### config.mk
export PLATFORM = sky130hd
export DESIGN_NAME = sync_fifo_ptr_ctrl
export DESIGN_NICKNAME = d
export VERILOG_FILES = /design/src/rtl/axi_xbar_fifo_pkg.sv /design/src/rtl/fifo_ptr_cnt.sv /design/src/rtl/sync_fifo_ptr_ctrl.sv
export SDC_FILE = /design/constraint.sdc
export NUM_CORES = 1
export LEC_CHECK = 0
export CAP_MARGIN = 25
export CORE_MARGIN = 8
export CORE_UTILIZATION = 50
export DETAILED_ROUTE_END_ITERATION = 7
export PLACE_DENSITY_LB_ADDON = 0.08
export SYNTH_ARGS = -nofsm -noshare
export SYNTH_HDL_FRONTEND = slang
export SYNTH_HIERARCHICAL = 1
export SYNTH_SLANG_ARGS = --single-unit
### constraint.sdc
create_clock -name clk -period 10.9 [get_ports clk]
set_clock_uncertainty 0.05 [all_clocks]
set_input_delay 3.27 -clock clk [delete_from_list [all_inputs] [get_ports clk]]
set_output_delay 3.27 -clock clk [all_outputs]
set_load 0.01 [all_outputs]
### src/rtl/axi_xbar_fifo_pkg.sv
// Shared definitions for the crossbar same-clock FIFO controller:
// gray-code conversion, level-width helper and status-register bit map.
package axi_xbar_fifo_pkg;

  // Bit positions of the FIFO flags inside the crossbar status register.
  localparam int STAT_FULL_IDX   = 0;
  localparam int STAT_EMPTY_IDX  = 1;
  localparam int STAT_AFULL_IDX  = 2;
  localparam int STAT_AEMPTY_IDX = 3;
  localparam int STAT_OVF_IDX    = 4;
  localparam int STAT_UDF_IDX    = 5;
  localparam int STAT_W          = 6;

  // Level and threshold values must hold 0..DEPTH, one bit wider than the address.
  function automatic int lvl_width(input int addr_size);
    return addr_size + 1;
  endfunction

  // Binary to reflected gray code; callers narrow the result to their pointer width.
  function automatic logic [31:0] bin2gray(input logic [31:0] bin);
    return bin ^ (bin >> 1);
  endfunction

endpackage

### src/rtl/fifo_ptr_cnt.sv
// Wrapping binary FIFO pointer with increment enable and synchronous reset.
// PTR_W is ADDR_SIZE+1 so the pointer wraps modulo 2*DEPTH.
// Optional gray output when SYNC_FIFO_GRAY_PTR_EN is defined.
module fifo_ptr_cnt
  import axi_xbar_fifo_pkg::*;
#(
  parameter int PTR_W = 5
) (
  input  logic             clk,
  input  logic             rst,
  input  logic             inc_i,
  output logic [PTR_W-1:0] ptr_o,
  output logic [PTR_W-1:0] ptr_next_o
`ifdef SYNC_FIFO_GRAY_PTR_EN
  ,
  output logic [PTR_W-1:0] ptr_gray_o
`endif
);

  logic [PTR_W-1:0] ptr_q;
  logic [PTR_W-1:0] ptr_d;

  // Natural binary wrap at 2**PTR_W gives the modulo-2*DEPTH behaviour for free.
  assign ptr_d = ptr_q + PTR_W'(inc_i);

  // Pointer register; reset returns it to entry 0.
  always_ff @(posedge clk) begin
    // NOTE: state registers use non-blocking assignment so every flop samples pre-edge values.
    if (rst) begin
      ptr_q <= '0;
    end else begin
      ptr_q <= ptr_d;
    end
  end

`ifdef SYNC_FIFO_GRAY_PTR_EN
  logic [PTR_W-1:0] gray_q;

  // Gray copy registered from the next pointer so it lines up with ptr_q.
  always_ff @(posedge clk) begin
    if (rst) begin
      gray_q <= '0;
    end else begin
      gray_q <= PTR_W'(bin2gray(32'(ptr_d)));
    end
  end

  assign ptr_gray_o = gray_q;
`endif

  assign ptr_o      = ptr_q;
  assign ptr_next_o = ptr_d;

endmodule

### src/rtl/sync_fifo_ptr_ctrl.sv
// Single-clock FIFO pointer/flag controller driving an external dual-port RAM.
// Tracks write/read pointers, occupancy, full/empty, programmable almost
// thresholds and sticky overflow/underflow.
// Optional macro SYNC_FIFO_GRAY_PTR_EN adds registered gray pointer outputs.
module sync_fifo_ptr_ctrl
  import axi_xbar_fifo_pkg::*;
#(
  parameter int ADDR_SIZE = 4
) (
  input  logic                 clk,
  input  logic                 rst,
  input  logic                 wr_en,
  input  logic                 rd_en,
  input  logic [ADDR_SIZE:0]   afull_thresh,
  input  logic [ADDR_SIZE:0]   aempty_thresh,
  input  logic                 err_clr,
  output logic [ADDR_SIZE-1:0] wr_addr,
  output logic [ADDR_SIZE-1:0] rd_addr,
  output logic                 wr_fire,
  output logic                 rd_fire,
  output logic                 full,
  output logic                 empty,
  output logic                 almost_full,
  output logic                 almost_empty,
  output logic [ADDR_SIZE:0]   level,
  output logic                 overflow,
  output logic                 underflow
`ifdef SYNC_FIFO_GRAY_PTR_EN
  ,
  output logic [ADDR_SIZE:0]   wr_ptr_gray,
  output logic [ADDR_SIZE:0]   rd_ptr_gray
`endif
);

  localparam int               LVL_W     = lvl_width(ADDR_SIZE);
  localparam int               DEPTH     = 1 << ADDR_SIZE;
  localparam logic [LVL_W-1:0] DEPTH_LVL = LVL_W'(DEPTH);

  logic [LVL_W-1:0] wr_ptr_q, wr_ptr_d;
  logic [LVL_W-1:0] rd_ptr_q, rd_ptr_d;

  logic [LVL_W-1:0] level_q, level_d;
  logic             full_q, full_d;
  logic             empty_q, empty_d;
  logic             afull_q, afull_d;
  logic             aempty_q, aempty_d;
  logic             ovf_q, ovf_d;
  logic             udf_q, udf_d;

  // Acceptance from the registered flags; reset blocks any RAM access that cycle.
  assign wr_fire = wr_en & ~full_q & ~rst;
  assign rd_fire = rd_en & ~empty_q & ~rst;

  fifo_ptr_cnt #(
    .PTR_W (LVL_W)
  ) u_wr_ptr (
    .clk        (clk),
    .rst        (rst),
    .inc_i      (wr_fire),
    .ptr_o      (wr_ptr_q),
    .ptr_next_o (wr_ptr_d)
`ifdef SYNC_FIFO_GRAY_PTR_EN
    ,
    .ptr_gray_o (wr_ptr_gray)
`endif
  );

  fifo_ptr_cnt #(
    .PTR_W (LVL_W)
  ) u_rd_ptr (
    .clk        (clk),
    .rst        (rst),
    .inc_i      (rd_fire),
    .ptr_o      (rd_ptr_q),
    .ptr_next_o (rd_ptr_d)
`ifdef SYNC_FIFO_GRAY_PTR_EN
    ,
    .ptr_gray_o (rd_ptr_gray)
`endif
  );

  // Next-state occupancy, flags and sticky errors.
  always_comb begin
    // NOTE: every always_comb output gets a default first so no path can infer a latch.
    level_d  = '0;
    full_d   = 1'b0;
    empty_d  = 1'b1;
    afull_d  = 1'b0;
    aempty_d = 1'b1;
    ovf_d    = 1'b0;
    udf_d    = 1'b0;

    // Pointer distance equals level + wr_fire - rd_fire since level never exceeds DEPTH
    // and the pointers wrap at 2*DEPTH.
    level_d  = wr_ptr_d - rd_ptr_d;
    full_d   = (level_d == DEPTH_LVL);
    empty_d  = (level_d == '0);
    afull_d  = (level_d >= afull_thresh);
    aempty_d = (level_d <= aempty_thresh);

    // A new error event wins over a simultaneous clear.
    ovf_d = (wr_en & full_q) | (ovf_q & ~err_clr);
    udf_d = (rd_en & empty_q) | (udf_q & ~err_clr);
  end

  // Status registers, loaded from next-state values so flags track level without lag.
  always_ff @(posedge clk) begin
    if (rst) begin
      level_q  <= '0;
      full_q   <= 1'b0;
      empty_q  <= 1'b1;
      afull_q  <= 1'b0;
      aempty_q <= 1'b1;
      ovf_q    <= 1'b0;
      udf_q    <= 1'b0;
    end else begin
      level_q  <= level_d;
      full_q   <= full_d;
      empty_q  <= empty_d;
      afull_q  <= afull_d;
      aempty_q <= aempty_d;
      ovf_q    <= ovf_d;
      udf_q    <= udf_d;
    end
  end

  // Wrap bits only matter for the distance computation, not for RAM addressing.
  logic unused_ptr_msbs;
  assign unused_ptr_msbs = wr_ptr_q[ADDR_SIZE] ^ rd_ptr_q[ADDR_SIZE];

  assign wr_addr      = wr_ptr_q[ADDR_SIZE-1:0];
  assign rd_addr      = rd_ptr_q[ADDR_SIZE-1:0];
  assign level        = level_q;
  assign full         = full_q;
  assign empty        = empty_q;
  assign almost_full  = afull_q;
  assign almost_empty = aempty_q;
  assign overflow     = ovf_q;
  assign underflow    = udf_q;

endmodule

==> flow_metrics.py, run 1 <==
metrics = {
    "clock_network": {
        "cts_root_buf": "clkbuf_4",
        "cts_htree_levels": 1,
        "clk-insertion-delay-late_ps": 310,
        "cts_resized": 0,
        "path_clk_slew_ps": 120,
        "cts_setup_buffers": 0,
        "clock-sinks": 21,
        "clock_path_buffers": 2,
        "cts_made_buffers": 3,
        "cts_tree": "built",
        "ctsHoldBuffers": 0,
    },
    "drt": {
        "routed_via_density": 5.11,
        "dr.pass1.iters": 4,
        "drc": 0,
        "vias": 1011,
        "drt-initial-drc-count": 12,
        "antenna_left": 0,
        "routed_wl_um": 2810,
        "wl_per_cell_um": 14.2,
    },
    "floorplan": {
        "boundaryPins": 36,
        "die_height_um": 65.5,
        "dieWidth_um": 65.5,
        "initial_core_util": 0.509,
        "core_area_sq_um": 2410,
        "std_cell_rows": 18,
        "die-area_sq_um": 4290,
    },
    "power_and_ir_drop": {
        "leakage_nw": 0.740,
        "power_w": 0.000197,
        "ir_drop_v": 0.0000963,
        "power_density_nw_per_um2": 120,
    },
    "synthesis": {
        "syn_nets": 161,
        "ys_seq_area_frac": 0.343,
        "postSynthAreaPerCell_sq_um": 9.51,
        "synthArstFlopShare": 0,
        "ys.flop_type": "dfxtp_1",
        "yosys_warnings": 6,
        "synth_seq_cells": 21,
        "yosysUniqueCellTypes": 31,
        "syn_area_sq_um": 1230,
        "syn_inst": 129,
        "synth_enable_flop_cells": 0,
    },
    "grt": {
        "grt_pass1_wl_um": 4750,
        "grt-ovfl-total": 0,
        "grtUsageTotal": 0.139,
        "grt_pass1_vias": 1035,
        "grt_max_degree": 26,
        "antenna_found_initial": 0,
    },
    "cells_and_area": {
        "fin_nets": 201,
        "antenna_cells": 0,
        "stdcell_area_sq_um": 1650,
        "final_cell_mix": "clkdlybuf4s50_1, dfxtp_1, inv_1",
        "fin_util": 0.683,
        "final_common_cell": "clkdlybuf4s50_1",
        "drive_gt1_frac": 0.101,
        "area_delta_synth_final_pct": 34.2,
    },
    "sta": {
        "fmax_mhz": 123,
        "hold_viol": 0,
        "worst_pin_slew_ps": 380,
        "finalWorstSetupSlack_ps": 2770,
        "slew_viol_final": 0,
        "setup_viol": 0,
        "max_slew_margin": 0.745,
        "fin_crit_ps": 8130,
        "rsz0062_at_grt": "no",
        "final.setup.tns_ps": 0,
        "fin_crit_sh": 0.746,
    },
    "placement": {
        "placed_cell_area_sq_um": 1620,
        "pre_cts_ws_ps": 2760,
        "io_buffers": 35,
        "gp_congestion": 0.783,
        "place_hpwl_um": 2330,
    },
    "critical_path": {
        "worstSetupPathType": "in2out",
        "crit_required_ps": 7580,
        "critPathLaunchType": "input pin",
        "crit_fanout": 25,
        "crit_arrival_ps": 4810,
        "crit_path_end_kind": "primary output",
    },
    "job": {
        "maxCapViolations": 0,
    },
    "hold_path": {
        "hp-class": "reg2reg",
    },
    "run_status": {
        "outcome": "finished, final reports clean",
    },
}
power by group:
| part | leakage, nW | switching, W | internal [W] |
|---|---|---|---|
| clock | 0.0177 | 0.0000245 | 0.0000137 |
| combinational | 0.552 | 0.0000341 | 0.0000374 |
| sequential | 0.171 | 0.00000350 | 0.0000836 |
critical path: stages:
cell             delay, ps
clkdlybuf4s50_1        400
buf_4                  220
nor3b_1                310
clkdlybuf4s50_1        600
routing by layer:
metal / global-route usage / part of all wire
met5: 0 / 0
met4: 0.0327 / 0.010
met3: 0.0646 / 0.081
met2: 0.229 / 0.47
met1: 0.160 / 0.44
synth_stat cells, types with 2 or more instances:
cell type / n / share of area
nand2_1: 2 / 0.0061
inv_1: 17 / 0.052
a22oi_1: 2 / 0.012
xor2_1: 2 / 0.014
nand3b_1: 2 / 0.012
ha_1: 16 / 0.16
nor3b_1: 3 / 0.018
nand3_2: 4 / 0.033
nand3_1: 2 / 0.0082
nor2b_1: 11 / 0.056
dfxtp_1: 21 / 0.34
xnor2_1: 7 / 0.050
o21ai_0: 2 / 0.0082
a21oi_1: 5 / 0.020
mux2_4: 4 / 0.049
nor3_1: 3 / 0.012
nor2_1: 12 / 0.037
stage by stage:
step	hold WS [ps]	instances
after global routing	494	198
after CTS	475	198
after floorplan	480	129
after global placement	433	194
after detailed placement	446	194
final	464	198
logic make-up (layout without fill, tap and decap cells):
family	count (synthesis)	after routing	synth area share
AO/OA/AOI/OAI	16	16	0.0888
adder cells (fa/ha/maj)	17	17	0.180
flip-flops	21	21	0.343
AND/OR/NAND/NOR	43	43	0.212
multiplexers	5	5	0.0571
buffers and inverters	18	57	0.0551
XOR/XNOR	9	9	0.0643
layout make-up:
cell class | instances | area [sq um]
tap | 30 | 37.5
multi-input combinational | 90 | 738
fill | 199 | 764
timing repair buffer | 36 | 358
clock buffer | 3 | 22.5
sequential | 21 | 420
inverter | 17 | 63.8
clock inverter | 1 | 5.00
state kept, by name, summed over array words and instances (netlist names):
register and flops:
underflow 1, overflow 1, u_wr_ptr/ptr_o 5, almost_full 1, empty 1, u_rd_ptr/ptr_o 5
almost_empty 1, full 1, level 5
path summary, 6_finish.rpt:
| path | startpoint | to | slack, ps | cells after the start |
|---|---|---|---|---|
| worst min-delay path | overflow | overflow | 460 | 2 |
| worst max-delay path | rst | rd_fire | 2770 | 4 |
| worst min register to register | overflow | overflow | 460 | 2 |
| worst max register to register | empty | almost_empty | 7270 | 14 |
(Power assumes the default switching activity.)
==> inputs of run 2 (changes only) <==
--- a/config.mk
+++ b/config.mk
@@ -7,7 +7,7 @@
 export LEC_CHECK = 0
 export CAP_MARGIN = 25
 export CORE_MARGIN = 8
-export CORE_UTILIZATION = 50
+export CORE_UTILIZATION = 46
 export DETAILED_ROUTE_END_ITERATION = 7
 export PLACE_DENSITY_LB_ADDON = 0.08
 export SYNTH_ARGS = -nofsm -noshare
==> constraint.sdc (replaced) <==
create_clock -name clk -period 8.3 [get_ports clk]
set_clock_uncertainty 0.05 [all_clocks]
set_input_delay 2.49 -clock clk [delete_from_list [all_inputs] [get_ports clk]]
set_output_delay 2.49 -clock clk [all_outputs]
set_load 0.01 [all_outputs]
==> flow_metrics.py, run 2 (synthesis results as in run 1) <==
metrics = {
    "sta": {
        "rsz0062_at_grt": "no",
        "setup_viol": 0,
        "fin_crit_sh": 0.802,
        "worst_pin_slew_ps": 464,
        "fmax_mhz": 150,
        "finalWorstSetupSlack_ps": 1640,
        "slew_viol_final": 0,
        "fin_crit_ps": 6660,
        "hold_viol": 0,
        "hold_slack_ps": 467,
        "final.setup.tns_ps": 0,
        "max_slew_margin": 0.690,
    },
    "grt": {
        "grt_max_degree": 14,
        "antenna_found_initial": 0,
        "grt_pass1_wl_um": 4490,
        "grt_pass1_vias": 998,
        "grt-ovfl-total": 0,
        "grtUsageTotal": 0.124,
    },
    "clock_network": {
        "cts_made_buffers": 3,
        "cts_setup_buffers": 0,
        "ctsHoldBuffers": 0,
        "cts_htree_levels": 1,
        "path_clk_slew_ps": 110,
        "clock-sinks": 21,
        "clk-insertion-delay-late_ps": 300,
        "cts_tree": "built",
        "cts_root_buf": "clkbuf_4",
        "clock_path_buffers": 2,
        "cts_resized": 0,
    },
    "critical_path": {
        "crit_slowest_cell": "clkdlybuf4s50_1",
        "crit_fanout": 13,
        "worstSetupPathType": "in2out",
        "crit_required_ps": 5760,
        "critPathLaunchType": "input pin",
        "cpPeakStageDelay_ps": 640,
        "worstPathCellList": "clkdlybuf4s50_1 > nor3b_1 > clkdlybuf4s50_1",
        "path_buf_inv": 2,
        "cpLargestDelayFamily": "buffers and inverters",
        "crit_top_cell": "clkdlybuf4s50_1",
        "crit_path_end_kind": "primary output",
        "crit_arrival_ps": 4120,
    },
    "power_and_ir_drop": {
        "power_density_nw_per_um2": 155,
        "clock_power_share": 0.193,
        "p_comb_frac": 0.361,
        "leakage_nw": 0.738,
        "ir_drop_v": 0.000100,
        "p_sw_w": 0.0000777,
        "p_sw_frac": 0.304,
        "p_seq_frac": 0.446,
        "power_w": 0.000255,
        "p_int_w": 0.000178,
    },
    "placement": {
        "gp_congestion": 0.786,
        "io_buffers": 35,
        "place_hpwl_um": 2240,
        "pre_cts_ws_ps": 1640,
        "placed_cell_area_sq_um": 1620,
    },
    "floorplan": {
        "boundaryPins": 36,
        "die-area_sq_um": 4570,
        "die_height_um": 67.6,
        "core_area_sq_um": 2500,
        "dieWidth_um": 67.6,
        "std_cell_rows": 18,
        "initial_core_util": 0.490,
    },
    "drt": {
        "antenna_left": 0,
        "dr.pass1.iters": 4,
        "drc": 0,
        "routed_wl_um": 2640,
        "wl_per_cell_um": 13.3,
        "vias": 998,
        "drt-initial-drc-count": 23,
        "routed_via_density": 5.04,
    },
    "cells_and_area": {
        "final_cell_mix": "clkdlybuf4s50_1, dfxtp_1, inv_1",
        "stdcell_area_sq_um": 1640,
        "fillers": 217,
        "area_delta_synth_final_pct": 34.1,
        "drive_gt1_frac": 0.0952,
        "final_common_cell": "clkdlybuf4s50_1",
        "antenna_cells": 0,
        "fin_nets": 201,
    },
    "run_status": {
        "outcome": "finished, final reports clean",
    },
    "job": {
        "maxCapViolations": 0,
    },
    "hold_path": {
        "hp-class": "reg2reg",
    },
}
run 2: routing by layer:
metal  track usage  up-vias  share of wire  wire [um]
li1              -      511              -          -
met1         0.149      449           0.44       1170
met2         0.199       32           0.44       1160
met3        0.0447        6           0.10        270
met4        0.0470        0          0.016         43
met5             0        -              0          0
run 2: worst reg2reg max path: stages, from the launching register on:
cell and delay (ps):
dfxtp_1 340, nor3b_1 290, ha_1 270, ha_1 220
xor2_1 190, inv_1 60, ha_1 330, a21o_2 230
a21oi_1 170, xnor2_1 170, ha_1 350, nand3_1 120
nor3b_1 220, mux2i_1 100, a311o_1 310
run 2: final timing paths:
check	from	to	slack, ps	cells after the start
setup reg to reg	empty	almost_empty	4780	14
hold / removal	overflow	overflow	470	2
hold reg to reg	overflow	overflow	470	2
setup / recovery	rst	rd_fire	1640	3
run 2: cell type report:
class / instances / area, sq um / area share
sequential: 21 / 420 / 0.256
multi-input combinational: 90 / 738 / 0.449
clock buffer: 4 / 26.3 / 0.0160
timing repair buffer: 36 / 358 / 0.218
inverter: 17 / 63.8 / 0.0388
tap: 30 / 37.5 / 0.0228
run 2: power by group through the flow:
| stage | sequential, W | combinational, W | clock, W |
|---|---|---|---|
| 4_1_cts | 0.000114 | 0.0000937 | 0.0000501 |
| 6_report | 0.000114 | 0.0000921 | 0.0000492 |
| 5_1_grt | 0.000115 | 0.000103 | 0.0000548 |
| 3_5_place_dp | 0.000116 | 0.0000931 | 0 |
| 3_3_place_gp | 0.000116 | 0.0000905 | 0 |
| 2_1_floorplan | 0.000120 | 0.0000486 | 0 |
run 2: metrics by stage:
stage | cells | utilization
6_report | 198 | 0.658
2_1_floorplan | 129 | -
5_1_grt | 198 | 0.658
3_5_place_dp | 194 | 0.647
3_3_place_gp | 194 | 0.647
4_1_cts | 198 | 0.658
==> inputs of run 3 (changes only) <==
==> constraint.sdc (replaced) <==
create_clock -name clk -period 6.31 [get_ports clk]
set_clock_uncertainty 0.05 [all_clocks]
set_input_delay 1.893 -clock clk [delete_from_list [all_inputs] [get_ports clk]]
set_output_delay 1.893 -clock clk [all_outputs]
set_load 0.01 [all_outputs]
==> flow_metrics.py, run 3 (synthesis results as in run 1) <==
metrics = {
    "grt": {
        "grt_pass1_vias": 1049,
        "grt_max_degree": 13,
        "antenna_found_initial": 0,
        "grt_pass1_wl_um": 4570,
        "grtUsageTotal": 0.127,
        "grt-ovfl-total": 0,
    },
    "drt": {
        "dr.pass1.iters": 4,
        "vias": 993,
        "antenna_left": 0,
        "routed_via_density": 4.99,
        "routed_wl_um": 2750,
        "wl_per_cell_um": 13.8,
        "drc": 0,
        "drt-initial-drc-count": 44,
    },
    "floorplan": {
        "boundaryPins": 36,
        "dieWidth_um": 67.6,
        "die-area_sq_um": 4570,
        "std_cell_rows": 18,
        "core_area_sq_um": 2500,
        "die_height_um": 67.6,
        "initial_core_util": 0.490,
    },
    "critical_path": {
        "path_buf_inv": 2,
        "critPathLaunchType": "input pin",
        "crit_fanout": 7,
        "worstSetupPathType": "in2reg",
        "crit_slowest_cell": "clkdlybuf4s50_1",
        "cpPeakStageDelay_ps": 540,
        "crit_arrival_ps": 5640,
        "crit_required_ps": 6460,
        "cpLargestDelayFamily": "adder cells",
        "crit_top_cell": "ha_1",
        "crit_path_end_kind": "flop",
        "worstPathCellList": "clkdlybuf4s50_1 > nor3b_1 > ha_1 > ha_1 > xor2_1 > inv_1 > ha_1 > a21o_2 > a21oi_1 > xnor2_1 > ha_1 > nand3_1 > nor3b_1 > mux2i_1 > a311o_1",
    },
    "sta": {
        "hold_viol": 0,
        "rsz0062_at_grt": "no",
        "fin_crit_sh": 0.871,
        "fin_crit_ps": 5500,
        "slew_viol_final": 0,
        "worst_pin_slew_ps": 429,
        "final.setup.tns_ps": 0,
        "max_slew_margin": 0.714,
        "fmax_mhz": 182,
        "setup_viol": 0,
    },
    "clock_network": {
        "ctsHoldBuffers": 0,
        "path_clk_slew_ps": 110,
        "clock_path_buffers": 2,
        "cts_root_buf": "clkbuf_4",
        "clk-insertion-delay-late_ps": 300,
        "cts_made_buffers": 3,
        "clock-sinks": 21,
        "cts_tree": "built",
        "cts_setup_buffers": 0,
        "cts_htree_levels": 1,
        "cts_resized": 0,
    },
    "placement": {
        "gp_congestion": 0.830,
        "place_hpwl_um": 2320,
        "io_buffers": 35,
    },
    "cells_and_area": {
        "final_cell_mix": "clkdlybuf4s50_1, dfxtp_1, inv_1",
        "final_common_cell": "clkdlybuf4s50_1",
        "drive_gt1_frac": 0.101,
        "area_delta_synth_final_pct": 34.7,
        "regArea_sq_um": 420,
        "multiInputGateArea_sq_um": 738,
        "fillers": 219,
        "fin_nets": 202,
        "fin_util": 0.661,
        "antenna_cells": 0,
    },
    "hold_path": {
        "hp-class": "reg2reg",
    },
    "power_and_ir_drop": {
        "leakage_nw": 0.743,
        "ir_drop_v": 0.000168,
        "power_density_nw_per_um2": 203,
    },
    "run_status": {
        "outcome": "finished, final reports clean",
    },
    "job": {
        "maxCapViolations": 0,
    },
}
-- run 3: cell types whose count changed in the layout (fill, tap and decap cells not counted) --
cell,change
buf_4,+1
-- run 3: per-layer routing --
metal	part of all wire	track usage
met5	0	0
met4	0.015	0.0548
met3	0.084	0.0397
met2	0.45	0.209
met1	0.45	0.148
-- run 3: final cells by class --
type,count,area share
flip-flops and latches,21,0.255
clock buffers,4,0.0159
well taps,30,0.0227
multi-input cells,90,0.447
inverters,17,0.0386
repair buffers,37,0.221
-- run 3: path summary, 6_finish.rpt --
kind | from | to | slack, ps | cells after the start
max | rst | almost_empty | 810 | 15
min | overflow | overflow | 470 | 2
max reg2reg | empty | almost_empty | 2650 | 14
min reg2reg | overflow | overflow | 470 | 2
-- run 3: metrics by stage --
stage                     cells  total power (W)  hold slack (ps)  cell area [sq um]  setup WS, ps
final                       199         0.000336              467               1650           814
after floorplan             129         0.000222              480               1230          1220
after detailed placement    195         0.000277              452               1630           525
after global placement      195         0.000273              429               1630           671
after global routing        199         0.000359              506               1650           514
after CTS                   199         0.000339              480               1650           821
-- run 3: worst reg2reg max path: stages, from the launching register on --
cell and delay (ps):
dfxtp_1 350, nor3b_1 400, ha_1 260, ha_1 210, xor2_1 210, inv_1 70
ha_1 330, a21o_2 230, a21oi_1 190, xnor2_1 170, ha_1 350, nand3_1 110
nor3b_1 220, mux2i_1 100, a311o_1 310
-- run 3: power breakdown --
group | total (W) | switching [W] | internal (W)
clock | 0.0000632 | 0.0000386 | 0.0000246
sequential | 0.000150 | 0.00000560 | 0.000144
combinational | 0.000123 | 0.0000580 | 0.0000647
total | 0.000336 | 0.000102 | 0.000234
